**config.mk**
```make
export PLATFORM = sky130hd
export DESIGN_NAME = axis_peak_find
export DESIGN_NICKNAME = d
export VERILOG_FILES = /design/src/rtl/axis_peak_find.sv
export SDC_FILE = /design/constraint.sdc
export NUM_CORES = 2
export LEC_CHECK = 0
export CAP_MARGIN = 10
export CORE_MARGIN = 5
export CORE_UTILIZATION = 35
export CTS_CLUSTER_SIZE = 28
export DETAILED_ROUTE_END_ITERATION = 8
export PLACE_DENSITY = 0.6
export SYNTH_ARGS = -nofsm -noshare
export SYNTH_HDL_FRONTEND = slang
export SYNTH_SLANG_ARGS = --single-unit
```
**constraint.sdc**
```tcl
create_clock -name clk -period 15.18 [get_ports clk]
set_input_delay 2.277 -clock clk [delete_from_list [all_inputs] [get_ports clk]]
set_output_delay 2.277 -clock clk [all_outputs]
set_load 0.01 [all_outputs]
```
**src/rtl/axis_peak_find.sv**
```systemverilog
`default_nettype none
// ============================================================================
// Module   : axis_peak_find
// Purpose  : Burst peak detector. Computes I^2+Q^2 per sample of a
//            tlast-delimited burst, tracks the maximum power and its index,
//            and emits one result beat (power, index, overflow) per burst.
// Revision : 1.0 - initial release
// ============================================================================
module axis_peak_find #(
  parameter  int MAX_LEN     = 4096,
  localparam int INDEX_WIDTH = $clog2(MAX_LEN)
) (
  input  logic                   clk,
  input  logic                   rst_n,
  input  logic                   s_axis_tvalid,
  output logic                   s_axis_tready,
  input  logic [31:0]            s_axis_tdata,
  input  logic                   s_axis_tlast,
  output logic                   m_axis_tvalid,
  input  logic                   m_axis_tready,
  output logic [31:0]            m_axis_tdata,
  output logic [INDEX_WIDTH-1:0] m_axis_tindex,
  output logic                   m_axis_tovf
);

  localparam logic [INDEX_WIDTH-1:0] c_CNT_MAX = INDEX_WIDTH'(MAX_LEN - 1);

  logic                   w_en;
  logic                   w_accept;
  logic                   w_cnt_sat;
  logic                   w_beat_ovf;
  logic signed [30:0]     w_i_ext;
  logic signed [30:0]     w_q_ext;
  logic [30:0]            w_ii;
  logic [30:0]            w_qq;
  logic                   w_take;
  logic                   w_load;

  // Input-side burst bookkeeping
  logic [INDEX_WIDTH-1:0] r_cnt;
  logic                   r_ovf;

  // Stage 1: squares
  logic                   r_s1_valid;
  logic                   r_s1_last;
  logic                   r_s1_ovf;
  logic [INDEX_WIDTH-1:0] r_s1_idx;
  logic [30:0]            r_s1_ii;
  logic [30:0]            r_s1_qq;

  // Stage 2: power
  logic                   r_s2_valid;
  logic                   r_s2_last;
  logic                   r_s2_ovf;
  logic [INDEX_WIDTH-1:0] r_s2_idx;
  logic [31:0]            r_s2_pwr;

  // Stage 3: running maximum
  logic                   r_s3_valid;
  logic                   r_s3_last;
  logic                   r_s3_ovf;
  logic                   r_first;
  logic [31:0]            r_max;
  logic [INDEX_WIDTH-1:0] r_max_idx;

  // Result registers
  logic                   r_m_valid;
  logic [31:0]            r_m_data;
  logic [INDEX_WIDTH-1:0] r_m_idx;
  logic                   r_m_ovf;

  // Whole pipeline advances only when the result slot is free or being taken
  always_comb begin
    w_en       = !r_m_valid || m_axis_tready;
    w_accept   = s_axis_tvalid && w_en;
    w_cnt_sat  = (r_cnt == c_CNT_MAX);
    w_beat_ovf = r_ovf || w_cnt_sat;
    // Sign-extending to 31 bits keeps the square exact: max is 2^30
    w_i_ext    = {{15{s_axis_tdata[31]}}, s_axis_tdata[31:16]};
    w_q_ext    = {{15{s_axis_tdata[15]}}, s_axis_tdata[15:0]};
    w_ii       = w_i_ext * w_i_ext;
    w_qq       = w_q_ext * w_q_ext;
    // First sample of a burst loads unconditionally; ties keep the earliest
    w_take     = r_first || (r_s2_pwr > r_max);
    w_load     = r_s3_valid && r_s3_last;
  end

  assign s_axis_tready = w_en;
  assign m_axis_tvalid = r_m_valid;
  assign m_axis_tdata  = r_m_data;
  assign m_axis_tindex = r_m_idx;
  assign m_axis_tovf   = r_m_ovf;

  // Sample index counter with saturation and sticky burst overflow
  always_ff @(posedge clk) begin
    if (!rst_n) begin
      r_cnt <= '0;
      r_ovf <= 1'b0;
    end else if (w_accept) begin
      if (s_axis_tlast) begin
        r_cnt <= '0;
        r_ovf <= 1'b0;
      end else if (w_cnt_sat) begin
        r_ovf <= 1'b1;
      end else begin
        r_cnt <= r_cnt + 1'b1;
      end
    end
  end

  // Stage 1: register squares and sideband of the accepted beat
  always_ff @(posedge clk) begin
    if (!rst_n) begin
      r_s1_valid <= 1'b0;
      r_s1_last  <= 1'b0;
      r_s1_ovf   <= 1'b0;
      r_s1_idx   <= '0;
      r_s1_ii    <= '0;
      r_s1_qq    <= '0;
    end else if (w_en) begin
      r_s1_valid <= w_accept;
      if (w_accept) begin
        r_s1_last <= s_axis_tlast;
        r_s1_ovf  <= w_beat_ovf;
        r_s1_idx  <= r_cnt;
        r_s1_ii   <= w_ii;
        r_s1_qq   <= w_qq;
      end
    end
  end

  // Stage 2: sum of squares, fits 32 bits without saturation
  always_ff @(posedge clk) begin
    if (!rst_n) begin
      r_s2_valid <= 1'b0;
      r_s2_last  <= 1'b0;
      r_s2_ovf   <= 1'b0;
      r_s2_idx   <= '0;
      r_s2_pwr   <= '0;
    end else if (w_en) begin
      r_s2_valid <= r_s1_valid;
      r_s2_last  <= r_s1_last;
      r_s2_ovf   <= r_s1_ovf;
      r_s2_idx   <= r_s1_idx;
      r_s2_pwr   <= {1'b0, r_s1_ii} + {1'b0, r_s1_qq};
    end
  end

  // Stage 3: running max compare; a tlast sample re-arms the first-sample flag
  always_ff @(posedge clk) begin
    if (!rst_n) begin
      r_s3_valid <= 1'b0;
      r_s3_last  <= 1'b0;
      r_s3_ovf   <= 1'b0;
      r_first    <= 1'b1;
      r_max      <= '0;
      r_max_idx  <= '0;
    end else if (w_en) begin
      r_s3_valid <= r_s2_valid;
      if (r_s2_valid) begin
        r_s3_last <= r_s2_last;
        r_s3_ovf  <= r_s2_ovf;
        r_first   <= r_s2_last;
        if (w_take) begin
          r_max     <= r_s2_pwr;
          r_max_idx <= r_s2_idx;
        end
      end
    end
  end

  // Result register: a new load wins over the handshake clear
  always_ff @(posedge clk) begin
    if (!rst_n) begin
      r_m_valid <= 1'b0;
      r_m_data  <= '0;
      r_m_idx   <= '0;
      r_m_ovf   <= 1'b0;
    end else if (w_en) begin
      r_m_valid <= w_load;
      if (w_load) begin
        r_m_data <= r_max;
        r_m_idx  <= r_max_idx;
        r_m_ovf  <= r_s3_ovf;
      end
    end
  end

endmodule
`default_nettype wire

```
# Word-level counts from Yosys, hierarchy flattened
# Index checks and enable logic that the tools add are counted.
[classes]
n_addsub = 2
mul = 2
order_cmp = 1
eq_ne = 2
n_mux = 4
reduce_logical = 13
[ops]
columns = ["op", "n"]
rows = [
  ["16-bit by 16-bit multiplier with 31-bit output", 2],
  ["31-bit by 31-bit adder with 32-bit output", 1],
  ["32-bit > comparator", 1],
  ["12-bit two-way mux", 2],
  ["12-bit by 1-bit adder with 12-bit output, second input constant", 1],
  ["12-bit equality test, second input constant", 1],
  ["2-bit AND reduction", 5],
  ["1-bit logical OR", 3],
  ["3-bit AND reduction", 1],
  ["1-bit logical AND", 2],
  ["1-bit two-way mux", 2],
  ["2-bit != test, second input constant", 1],
  ["2-bit nonzero test", 1],
  ["1-bit zero test", 1],
]
[word_totals]
reg_bits = 231
in_bits = 37
output_inout_bits = 47
word_cells = 47

# Depth between registers and ports, before layout
[logic_depth]
ltp_word = 4
ltp_mapped = 25
depth_no_buf = 24

# Least setup slack after synthesis
# No wires, ideal clock.
[synth_path]
kind = "input-to-reg"
startpoint = "input s_axis_tdata[12]"
endpoint = "register r_s1_qq[27]"
setup_ns = 0.122
t_arrival_ns = 8.120
required_ns = 15.058
path_slack_ns = 6.938
stages = 25
n_path_buf = 1
path_cell_list = "clkbuf_1 > clkinv_1 > nor2_1 > inv_1 > fa_1 > inv_1 > fa_1 > inv_1 > fa_1 > inv_1 > fa_1 > fa_1 > inv_1 > fa_1 > inv_1 > ha_1 > a21o_1 > a21o_1 > a21o_1 > nand2_1 > o31ai_1 > a31o_2 > or4_1 > and3_1 > a311o_1"
[synth_between]
elab_chain_cells = 1
[synth_rtl]
columns = ["item", "line", "rtl"]
rows = [
  ["from (decl)", "17", "input logic [31:0] s_axis_tdata,"],
  ["16-bit by 16-bit multiplier with 31-bit output", "82", "w_qq = w_q_ext * w_q_ext;"],
  ["to (signal assigned)", "127", "r_s1_qq <= w_qq;"],
  ["to (decl)", "49", "logic [30:0] r_s1_qq;"],
]
# No other way between the ends.
# A chain may end at the register's enable or synchronous reset.

# Worst setup path in the final report
[layout_path]
startpoint = "input s_axis_tdata[15]"
endpoint = "register r_s1_qq[27]"
# Same word-level chain as after synthesis.

==> results.toml <==
[sta]
rsz0062_at_grt = "false"
report.final.slew_viol_count = 0
finalSetupViolations = 0
hold_violations = 0
period_needed_ps = 9230
fin_crit_sh_pct = 60.8
max_freq_mhz = 108
finalSetupTns_ps = 0
fin_skew_ps = 17.3
max_slew_margin_pct = 28.3
tightest_slew_ps = 1080

[route]
drt_iter0_drc = 820
drtPass1Iterations = 5
avgViaCountPerCell = 4.75
drt_wl_total_mm = 60.8
wire_per_inst_um = 14.2
detail-route-antenna-nets = 0
vias = 20300
drc = 0

[worst_setup_path]
path_cells = "clkdlybuf4s50_1 > clkinv_1 > nor2_1 > fa_1 > inv_1 > fa_1 > inv_1 > fa_1 > fa_1 > fa_1 > inv_1 > fa_1 > inv_1 > ha_1 > a21o_1 > a21o_1 > nand2_1 > o31ai_1 > a31o_2 > or4_1 > and3_1 > a311o_1"
arrival_ps = 9650
path_max_fanout = 17
critical_path_class = "in -> reg"
crit_slowest_cell = "clkdlybuf4s50_1"
crit_buf_inv = 6
endpoint_kind = "flop"
reg2reg_slack_ps = 11060
critical_path.most_common_cell = "fa_1"
cp_slowest_stage_delay_ps = 830
crit_family = "adder cells"
worstPathRequired_ps = 15600
cp-start-kind = "primary input"

[synth]
synth_top_family_by_area = "adder cells"
ys_ff_latch = 229
synth_edf_count = 0
post_synth_fa_ha_maj_area_fraction_pct = 43.7
ys_types = 72
ys.flop_type = "dfxtp_1"
synth_xor_area_share_pct = 3.26
seq_area_frac_synth_pct = 16.5
synthMuxAreaShare_pct = 0.154
synthesis.nets = 3936
postSynthAreaPerCell_sq_um = 8.65
synthSimpleGateAreaFrac_pct = 13.8
synth-compound-area-share_pct = 11.2
syn_inst = 3205
netlist_area_sq_um = 27700
ys.warnings.count = 0
async_reset_ff_share_pct = 0

[floorplanning]
rows = 103
start_util_pct = 35.2
die_area_sq_um = 84900
core_region_area_sq_um = 78700
die-width_um = 291
die_h_um = 291
io_pins = 84

[finish]
final_cell_mix = "inv_1, fa_1, nand2_1, a21oi_1, ha_1"
syn2layout_area_growth_pct = 9.31
antenna_cells = 0
finalNetCount = 3937
mostFrequentLayoutCell = "inv_1"
drive_gt1_share_pct = 3.32

[clock_tree]
cts_resized = 0
cts.sinks = 229
cts.path.max_buffers = 3
cts_buffers = 25
h-tree-depth = 1
tritoncts = "built"
postCtsHoldBufs = 0
cts_root_buffer = "clkbuf_16"
path_clk_slew_ps = 60
clock_latency_ps = 540
post_cts_buffers = 0

[placement]
port_buffers = 83
finalWeightedCongestion = 0.859
hpwl_mm = 48.4

[global_route]
grt_max_degree = 104
antenna_found_initial = 0
grt_pass1_wl_mm = 104
grt_pass1_vias = 21100
overflow = 0
grt_use_total_pct = 14.5

[hold_path]
hold_class = "reg -> reg"

[outcome]
status = "completed"

[run]
maxCapViolations = 0
## worst paths after layout
kind | startpoint | end | cells past startpoint
max | s_axis_tdata[15] | r_s1_qq[27]$_SDFFE_PN0P_ | 22
min | r_max_idx[5]$_SDFFE_PN0P_ | m_axis_tindex[5]$_SDFFE_PN0P_ | 2
max reg2reg | r_max[25]$_SDFFE_PN0P_ | r_max_idx[4]$_SDFFE_PN0P_ | 11
min reg2reg | r_max_idx[5]$_SDFFE_PN0P_ | m_axis_tindex[5]$_SDFFE_PN0P_ | 2
## registers in the layout (all words and copies together) (netlist names), 12 cells and up
| signal | count |
|---|---|
| r_s2_pwr | 32 |
| r_cnt | 12 |
| r_max_idx | 12 |
| m_axis_tdata | 32 |
| r_s1_ii | 30 |
| r_s1_idx | 12 |
| r_s1_qq | 30 |
| r_max | 32 |
| m_axis_tindex | 12 |
| r_s2_idx | 12 |
## layout make-up
class / instances / area, sq um
clock buffers: 33 / 696
clock inverters: 8 / 57.6
fillers: 8076 / 48500
inverters: 708 / 2660
multi-input cells: 2143 / 20000
flip-flops and latches: 229 / 4580
well taps: 1050 / 1310
repair buffers: 99 / 946
## cells by family (layout without fill, tap and decap cells)
logic type / Yosys count / in the layout
fa+ha+maj: 694 / 694
flops: 229 / 229
mux: 4 / 4
simple gates: 849 / 849
xor+xnor: 103 / 103
compound gates: 493 / 493
buf+inv: 833 / 848
## cell usage after synthesis (all sizes together) (11+ instances only)
master / instances / area share, %
fa: 458 / 33
nand3: 97 / 1.8
nand4: 16 / 0.36
xnor2: 78 / 2.5
clkbuf: 110 / 1.5
xor2: 25 / 0.79
nor2b: 13 / 0.29
nand2: 439 / 5.9
inv: 705 / 9.6
and3: 15 / 0.34
nor2: 125 / 1.7
ha: 236 / 11
a311oi: 11 / 0.41
buf: 15 / 0.22
and2: 73 / 1.6
a21o: 73 / 2.0
a21bo: 14 / 0.51
dfxtp: 229 / 17
a21oi: 253 / 4.6
o211ai: 11 / 0.30
nor3: 21 / 0.38
o21ai: 47 / 0.85
## worst min-delay path: cells and delay by family, from the launching register on
family	cells	cell delay, ps
AND/OR/NAND/NOR	1	50
AO/OA/AOI/OAI	1	50
flip-flops	1	300
## per-layer routing
| metal | track usage (%) | vias up | share of wire (%) |
|---|---|---|---|
| met5 | 0 | - | 0 |
| met4 | 2.53 | 0 | 1.8 |
| met3 | 1.34 | 81 | 2.9 |
| met2 | 25.7 | 241 | 49 |
| met1 | 19.7 | 10000 | 46 |
| li1 | - | 9975 | - |
## per-stage QoR
step / worst slack [ps] / instances / instance area, sq um / util (%) / hold WS [ps]
2_1_floorplan: 6940 / 3205 / 27700 / - / 426
3_3_place_gp: 5630 / 4229 / 29500 / 37.5 / 434
3_5_place_dp: 5370 / 4229 / 29500 / 37.5 / 439
4_1_cts: 5930 / 4270 / 30300 / 38.5 / 449
5_1_grt: 5450 / 4270 / 30300 / 38.5 / 456
6_report: 5950 / 4270 / 30300 / 38.5 / 445
Power is not shown: default switching activity piles up to over one toggle a cycle in this logic, so the estimate is an artifact.
